==> src/rtl/pe_pkg.sv <==
// Shared PE definitions: sequencer state encoding, default widths and the
// activation beat carried through the output buffer.
package pe_pkg;

    localparam int PE_DW = 8;
    localparam int PE_AW = 4;
    localparam int PE_RW = 4;

    typedef enum logic [2:0] {
        IDLE  = 3'd0,
        CHECK = 3'd1,
        FILL  = 3'd2,
        RUN   = 3'd3,
        FLUSH = 3'd4,
        DONE  = 3'd5
    } state_t;

    // eoj marks the final activation of the job
    typedef struct packed {
        logic [PE_DW-1:0] data;
        logic             last;
        logic             eoj;
    } act_beat_t;

endpackage

==> src/rtl/ifmap_act_fifo.sv <==
// Two-entry activation buffer between the spad read port and the MAC stream;
// the window flags travel with each data word.
import pe_pkg::*;

module ifmap_act_fifo #(
    parameter int DW = PE_DW
) (
    input  logic          clk,
    input  logic          rst_n,
    input  logic          push,
    input  logic [DW-1:0] push_data,
    input  logic          push_last,
    input  logic          push_eoj,
    input  logic          pop,
    output logic          valid,
    output logic [DW-1:0] head_data,
    output logic          head_last,
    output logic          head_eoj,
    output logic [1:0]    count
);

    act_beat_t mem [2];
    logic      rd_ptr;
    logic      wr_ptr;
    logic      pop_ok;

    assign valid     = (count != 2'd0);
    assign pop_ok    = pop && valid;
    assign head_data = mem[rd_ptr].data;
    assign head_last = mem[rd_ptr].last;
    assign head_eoj  = mem[rd_ptr].eoj;

    always_ff @(posedge clk or negedge rst_n) begin
        if (!rst_n) begin
            mem[0] <= '0;
            mem[1] <= '0;
            rd_ptr <= 1'b0;
            wr_ptr <= 1'b0;
            count  <= 2'd0;
        end else begin
            if (push) begin
                mem[wr_ptr] <= '{data: push_data, last: push_last, eoj: push_eoj};
                wr_ptr      <= ~wr_ptr;
            end
            if (pop_ok)
                rd_ptr <= ~rd_ptr;
            count <= count + {1'b0, push} - {1'b0, pop_ok};
        end
    end

    // The read-issue throttle in the sequencer keeps this from ever overflowing
    assert property (@(posedge clk) disable iff (!rst_n) !(push && !pop_ok && count == 2'd2));

endmodule

==> src/rtl/ifmap_spad_ctrl.sv <==
// Ifmap scratchpad sequencer: fill one row, then replay sliding windows to the MAC.
// IFMAP_SPAD_CTRL_PERF_EN adds stall / fill-gap performance counters.
import pe_pkg::*;

module ifmap_spad_ctrl #(
    parameter int DW = PE_DW,
    parameter int AW = PE_AW,
    parameter int RW = PE_RW
) (
    input  logic          clk,
    input  logic          rst_n,
    input  logic          start,
    input  logic [AW:0]   cfg_width,
    input  logic [AW:0]   cfg_filt,
    input  logic [RW-1:0] cfg_reps,
    output logic          busy,
    output logic          done,
    output logic          cfg_err,
    input  logic [DW-1:0] in_data,
    input  logic          in_valid,
    output logic          in_ready,
    output logic          spad_wr,
    output logic          spad_rd,
    output logic [AW-1:0] spad_addr,
    output logic [DW-1:0] spad_wdata,
    input  logic [DW-1:0] spad_rdata,
    output logic [DW-1:0] act_data,
    output logic          act_valid,
    input  logic          act_ready,
    output logic          act_last,
    output logic          act_end,
    output logic [2:0]    dbg_state
`ifdef IFMAP_SPAD_CTRL_PERF_EN
    ,
    output logic [15:0]   perf_stall,
    output logic [15:0]   perf_fill
`endif
);

    // Stream handshakes (fill input and activation output): a beat transfers
    // on any rising edge where valid and ready are both high; a valid beat
    // holds its payload until it transfers.

    localparam logic [AW:0] DEPTH = (AW+1)'(1) << AW;

    state_t        state_q, state_d;
    logic [AW:0]   w_q, s_q;
    logic [RW-1:0] r_cfg_q;
    logic [AW-1:0] wcnt_q, p_q, k_q;
    logic [RW-1:0] r_q;
    logic          infl_q, infl_last_q, infl_eoj_q;
    logic [1:0]    buf_cnt;
    logic [2:0]    occ;
    logic          accept, cfg_ok, pop;
    logic          fill_last, k_last, p_last, r_last, rd_last;

    assign accept    = start && (state_q == IDLE);
    assign cfg_ok    = (w_q != '0) && (w_q <= DEPTH) && (s_q != '0) && (s_q <= w_q) && (r_cfg_q != '0);
    assign pop       = act_valid && act_ready;
    assign occ       = {1'b0, buf_cnt} + {2'b0, infl_q} - {2'b0, pop};
    assign fill_last = ({1'b0, wcnt_q} == w_q - 1'b1);
    assign k_last    = ({1'b0, k_q} == s_q - 1'b1);
    assign p_last    = ({1'b0, p_q} == w_q - s_q);
    assign r_last    = (r_q == r_cfg_q - 1'b1);
    assign rd_last   = k_last && p_last && r_last;

    assign busy       = (state_q == CHECK) || (state_q == FILL) || (state_q == RUN) || (state_q == FLUSH);
    assign done       = (state_q == DONE);
    assign in_ready   = (state_q == FILL);
    assign spad_wr    = in_ready && in_valid;
    assign spad_rd    = (state_q == RUN) && (occ < 3'd2);
    assign spad_wdata = in_data;
    assign dbg_state  = state_q;

    always_comb begin
        spad_addr = '0;
        if (state_q == FILL)
            spad_addr = wcnt_q;
        else if (state_q == RUN)
            spad_addr = p_q + k_q;
    end

    always_comb begin
        state_d = state_q;
        case (state_q)
            IDLE:  if (start) state_d = CHECK;
            CHECK: state_d = cfg_ok ? FILL : DONE;
            FILL:  if (spad_wr && fill_last) state_d = RUN;
            RUN:   if (spad_rd && rd_last) state_d = FLUSH;
            // Leave as soon as the last buffered beat is accepted this cycle
            FLUSH: if (!infl_q && (buf_cnt == 2'd0 || (buf_cnt == 2'd1 && pop))) state_d = DONE;
            DONE:  state_d = IDLE;
            default: state_d = IDLE;
        endcase
    end

    always_ff @(posedge clk or negedge rst_n) begin
        if (!rst_n)
            state_q <= IDLE;
        else
            state_q <= state_d;
    end

    always_ff @(posedge clk or negedge rst_n) begin
        if (!rst_n) begin
            w_q     <= '0;
            s_q     <= '0;
            r_cfg_q <= '0;
            cfg_err <= 1'b0;
        end else if (accept) begin
            w_q     <= cfg_width;
            s_q     <= cfg_filt;
            r_cfg_q <= cfg_reps;
            cfg_err <= 1'b0;
        end else if (state_q == CHECK && !cfg_ok) begin
            cfg_err <= 1'b1;
        end
    end

    always_ff @(posedge clk or negedge rst_n) begin
        if (!rst_n) begin
            wcnt_q <= '0;
            p_q    <= '0;
            k_q    <= '0;
            r_q    <= '0;
        end else if (accept) begin
            wcnt_q <= '0;
            p_q    <= '0;
            k_q    <= '0;
            r_q    <= '0;
        end else begin
            if (spad_wr)
                wcnt_q <= wcnt_q + 1'b1;
            if (spad_rd) begin
                k_q <= k_last ? '0 : k_q + 1'b1;
                if (k_last) begin
                    p_q <= p_last ? '0 : p_q + 1'b1;
                    if (p_last)
                        r_q <= r_q + 1'b1;
                end
            end
        end
    end

    // Flags for the read in flight; its data lands one cycle later
    always_ff @(posedge clk or negedge rst_n) begin
        if (!rst_n) begin
            infl_q      <= 1'b0;
            infl_last_q <= 1'b0;
            infl_eoj_q  <= 1'b0;
        end else begin
            infl_q      <= spad_rd;
            infl_last_q <= k_last;
            infl_eoj_q  <= rd_last;
        end
    end

    ifmap_act_fifo #(.DW(DW)) u_fifo (
        .clk       (clk),
        .rst_n     (rst_n),
        .push      (infl_q),
        .push_data (spad_rdata),
        .push_last (infl_last_q),
        .push_eoj  (infl_eoj_q),
        .pop       (pop),
        .valid     (act_valid),
        .head_data (act_data),
        .head_last (act_last),
        .head_eoj  (act_end),
        .count     (buf_cnt)
    );

`ifdef IFMAP_SPAD_CTRL_PERF_EN
    always_ff @(posedge clk or negedge rst_n) begin
        if (!rst_n) begin
            perf_stall <= '0;
            perf_fill  <= '0;
        end else if (accept) begin
            perf_stall <= '0;
            perf_fill  <= '0;
        end else begin
            if (act_valid && !act_ready && perf_stall != 16'hFFFF)
                perf_stall <= perf_stall + 16'd1;
            if (state_q == FILL && !in_valid && perf_fill != 16'hFFFF)
                perf_fill <= perf_fill + 16'd1;
        end
    end
`endif

endmodule

==> config.mk <==
export PLATFORM = sky130hd
export DESIGN_NAME = ifmap_spad_ctrl
export DESIGN_NICKNAME = d
export VERILOG_FILES = /design/src/rtl/pe_pkg.sv /design/src/rtl/ifmap_act_fifo.sv /design/src/rtl/ifmap_spad_ctrl.sv
export SDC_FILE = /design/constraint.sdc
export NUM_CORES = 1
export LEC_CHECK = 0
export CAP_MARGIN = 20
export CORE_MARGIN = 4
export CORE_UTILIZATION = 25
export CTS_BUF_LIST = sky130_fd_sc_hd__clkbuf_2
export CTS_CLUSTER_DIAMETER = 150
export DETAILED_ROUTE_END_ITERATION = 16
export PLACE_DENSITY = 0.56
export REMOVE_ABC_BUFFERS = 1
export SYNTH_ARGS = -nofsm -noshare
export SYNTH_HDL_FRONTEND = slang
export SYNTH_SLANG_ARGS = --single-unit
==> constraint.sdc <==
create_clock -name clk -period 5.16 [get_ports clk]
set_input_delay 0.774 -clock clk [delete_from_list [all_inputs] [get_ports clk]]
set_output_delay 0.774 -clock clk [all_outputs]
set_load 0.01 [all_outputs]
# Word-level counts from Yosys, hierarchy flattened

Cells that the tools add are included.
Widths: inputs -> output; s select.

Bits in registers: 61
Bits of input ports: 35
Output and inout bits: 32

$add $sub $neg: 13
Order comparisons: 6
Eq/ne operators: 14
Muxes and demuxes: 29
Bitwise operators: 4
Reductions and logical operators: 37

Operators by type and width:

| operator            | number |
|---|---|
| $mux 4              | 15 |
| $mux 10             | 4 |
| $bwmux 20           | 1 |
| $logic_and 1x1->1   | 17 |
| $add 4x1->4 const B | 4 |
| $eq 4x5->1          | 3 |
| $mux 3              | 5 |
| $pmux 3 s5          | 1 |
| $reduce_bool 2->1   | 6 |
| $demux 10 s1        | 1 |
| $reduce_bool 5->1   | 2 |
| $sub 5x1->5 const B | 2 |
| $eq 3x2->1 const B  | 2 |
| $eq 3x3->1 const B  | 2 |
| $ne 2x1->1 const B  | 3 |
| $le 5x5->1          | 1 |
| $le 5x5->1 const B  | 1 |
| $sub 5x5->5         | 1 |
| $add 4x4->4         | 1 |
| $eq 4x4->1          | 1 |
| $ge 2x2->1 const B  | 2 |
| $logic_or 1x1->1    | 4 |
| $not 1->2           | 2 |
| $reduce_and 4->1    | 1 |
| 18 further kinds    | 21 |

# Longest topological paths before layout

Depth in word-level cells: 9
Depth in mapped cells: 13
Depth with buffers taken out: 12

# Cells and area by module

From an unflattened synthesis, not the netlist that was laid out.

Cells, all modules: 353
Area, all modules: 3636.0 um^2

By module, submodules not included:

| module          | instances | cells an instance | area each (um^2) |
|---|---|---|---|
| ifmap_spad_ctrl | 1         | 285               | 2547.4 |
| ifmap_act_fifo  | 1         | 68                | 1088.5 |

# Least setup slack after synthesis

No wires, ideal clock.

Kind: input port to output port
From: input port act_ready
To: output port spad_rd
Arrival time: 2.315 ns
Required time: 4.386 ns
Setup slack: 2.071 ns
Cell stages on the path: 9
Cell sequence: and2_1 > ha_1 > inv_1 > ha_1 > inv_1 > fa_1 > and2_1 > and3_1 > buf_4

Cells in the longest elaborated chain, start to end: 4

RTL lines:

| what               | RTL line              | source |
|---|---|---|
| start: declaration | ifmap_spad_ctrl.sv:29 | `input logic act_ready,` |
| $logic_and 1x1->1  | ifmap_spad_ctrl.sv:59 | `assign pop = act_valid && act_ready;` |
| $sub 3x1->3        | ifmap_spad_ctrl.sv:60 | `assign occ = {1'b0, buf_cnt} + {2'b0, infl_q} - {2'b0, pop};` |
| $lt 3x2->1         | ifmap_spad_ctrl.sv:71 | `assign spad_rd = (state_q == RUN) && (occ < 3'd2);` |
| $logic_and 1x1->1  | ifmap_spad_ctrl.sv:71 |  |
| end: declaration   | ifmap_spad_ctrl.sv:23 | `output logic spad_rd,` |

Every way passes these cells.

# Worst setup path in the final report

From: register u_fifo.count[1]
To: output port spad_rd

Cells in the longest elaborated chain, start to end: 5
Elaborated cells between the ends (all ways): 6
Those cells by class: add/sub: 2; order compare: 1; reduce/logical: 3

RTL lines:

| what                                                | RTL line              | source |
|---|---|---|
| start: declaration                                  | ifmap_act_fifo.sv:19  | `output logic [1:0] count` |
| start signal: assignment                            | ifmap_act_fifo.sv:47  | `count <= count + {1'b0, push} - {1'b0, pop_ok};` |
| branches (longest 2 deep; another with $add 2x1->3) | n/a                   |  |
| $sub 3x1->3 *                                       | ifmap_spad_ctrl.sv:60 |  |
| $lt 3x2->1 *                                        | ifmap_spad_ctrl.sv:71 |  |
| $logic_and 1x1->1 *                                 | ifmap_spad_ctrl.sv:71 |  |

Mark *: on every way between the ends.

==> metrics.cfg <==
[outcome]
status = completed

[min_path]
holdCritPathClass = input pin to async pin

[clock_tree]
htreeDepth = 3
clock-sinks = 61
cts_root_buf = clkbuf_2
post-cts-setup-buffers = 0
clockBufferDepth = 2
cts_resized = 0
clock_latency_ns = 0.51
clk_pin_slew_ns = 0.19
cts_inserted_buffers = 9
cts_tree = yes
postCtsHoldBufs = 0

[logic_synthesis]
synth_edf_count = 0
synth_area_um2 = 3580
yosys-top-cells-count = 61 x dfrtp_1, 39 x nand2_1, 30 x mux2_2
syn_area_per_cell_um2 = 10.44
yosysTopAreaCell = dfrtp_1
synthTopCellsByArea = dfrtp_1 43%, mux2_2 9.4%, ha_1 5.9%, xnor2_1 4.9%, nand2_1 4.1%
yosys_warnings = 0
synth.most_common_cell = dfrtp_1
synthCells = 343
synthArstFlopShare_pct = 100.0
ys_ff_latch = 61
synth_top_area_share_pct = 42.64
synth.distinct_cells = 55
ys.flop_type = dfrtp_1
seq_area_frac_synth_pct = 42.64

[final_layout]
fillers = 1452
syn_to_final_growth_pct = 20.55
finish.net_count = 443
drive_gt1_share_pct = 14.76
antenna_cells = 0

[die]
num_io_pins = 67
initial_utilization_pct = 25.69
core_um2 = 13930
chipWidth_um = 127.7
die_height_um = 127.7
fp-row-count = 43
die_area_um2 = 16300

[drt]
via_count = 2677
wl_um = 8245
wire_per_inst_um = 14.39
drc = 0
drt_first_pass_iters = 4
drt_iter0_drc = 129
ant_nets = 0
vias_per_cell = 4.672

[placed_design]
dp_hpwl_um = 6106
io_buffers = 50
gp_congestion = 0.7471

[worst_setup_path]
cpMaxStageDelayCell = clkdlybuf4s50_1
cp_cell_sequence = or2_2 > and2_1 > ha_1 > inv_1 > ha_1 > inv_1 > fa_1 > and2_1 > and3_1 > clkdlybuf4s50_1
crit_path_start_kind = flip-flop
crit_path_end_kind = output pin
regToRegSetupSlack_ns = 1.76
crit_fanout = 4
rr_startpoint = u_fifo.count[1]
cp_top_family = simple AND/OR/NAND/NOR gates
crit_type = flip-flop to output pin
path_buf_inv = 3
arrival_ns = 3.46
worstPathRequired_ns = 4.39
cp-startpoint = u_fifo.count[1]
max_stage_delay_ns = 0.58

[power]
p_per_area_nw_per_um2 = 574.7
p_leak_nw = 1.885
ir_drop_uv = 179.8

[global_routing]
grt_pass1_wl_um = 13960
grt_overflow = 0
antenna_found_initial = 0
grt_pass1_vias = 2807
grtUsageTotal_pct = 10.71
grt_max_degree = 62

[sta]
fin_crit_sh_pct = 81.97
finalClockSkew_ns = 0.02032
grt_setup_unrepaired = no
drv_slew = 0
final.min_clock_period_ns = 4.230
fmax_mhz = 236.4
finalHoldViolations = 0
worstMarginPinSlew_ns = 0.9442
whs_ns = 0.3999
slew_headroom_pct = 36.78
tns_ns = 0
setup_viol = 0

[run]
drv_cap = 0

final timing paths:
kind,cells past startpoint,end
min in group clk,1,u_fifo.wr_ptr
setup reg to reg,13,r_q[0]
hold reg to reg,1,u_fifo.wr_ptr
max in group asynchronous,2,k_q[3]
setup / recovery,10,spad_rd
hold / removal,2,u_fifo.mem[17]
per-stage QoR:
step	worst slack (ns)	std cells	util [%]	cell area (µm²)	power [W]
5_1_grt	0.6363	573	30.97	4315	0.002707
3_5_place_dp	1.011	557	30.28	4219	0.002242
2_1_floorplan	1.970	324	-	3471	0.001770
6_report	0.9301	573	30.97	4315	0.002480
3_3_place_gp	1.009	557	30.28	4219	0.002203
4_1_cts	0.8145	573	30.97	4315	0.002516
cell type report:
| cell class | count | area, µm² | area share, % |
|---|---|---|---|
| Clock inverter | 7 | 51.30 | 1.189 |
| Inverter | 22 | 82.58 | 1.914 |
| Clock buffer | 9 | 45.04 | 1.044 |
| Timing Repair Buffer | 53 | 518.0 | 12.00 |
| Sequential cell | 61 | 1526 | 35.37 |
| Tap cell | 180 | 225.2 | 5.219 |
| Multi-Input combinational cell | 241 | 1867 | 43.26 |
cells by family after synthesis:
family	count (synthesis)	share of synthesized area, %
flip-flops	61	42.64
adder cells (fa/ha/maj)	20	7.620
buffers and inverters	41	5.348
multiplexers	36	11.11
AO/OA/AOI/OAI	51	9.892
XOR/XNOR	31	8.389
AND/OR/NAND/NOR	103	14.99
layout by cell type (no fill, tap or decap), types with 4 or more instances in the layout:
master            n
mux2i_1           6
nand2_1          39
nor2_1           16
nor3_1            4
inv_1            22
nand2b_1          5
ha_1             17
a21oi_1           6
nand3_1           4
xor2_1            9
mux2_2           30
nor3b_1           4
clkbuf_2          9
o21ai_0          13
clkdlybuf4s50_1  49
xnor2_1          20
nand4_1           4
dfrtp_1          61
o211ai_1          5
a31oi_1           6
and3_1            4
routing by layer:
metal	vias up	part of all wire, %	track usage (%)
li1	1292	-	-
met1	1285	46	13.96
met2	91	47	17.03
met3	9	6.1	4.125
met4	0	0.76	2.185
met5	-	0	0
flip-flops by register name, indices dropped and copies added (netlist names), 2 cells and up:
signal and flops:
wcnt_q 4, p_q 4, r_q 4, r_cfg_q 4, w_q 5, k_q 4, dbg_state 3, s_q 5
u_fifo.mem 20, u_fifo.count 2
power breakdown:
| part | switching, W | internal [W] | total (W) |
|---|---|---|---|
| Clock | 0.000196 | 0.0000645 | 0.000260 |
| Sequential | 0.000198 | 0.000651 | 0.000849 |
| Combinational | 0.000679 | 0.000692 | 0.00137 |
Note: power is estimated with default switching activity, not from simulation.
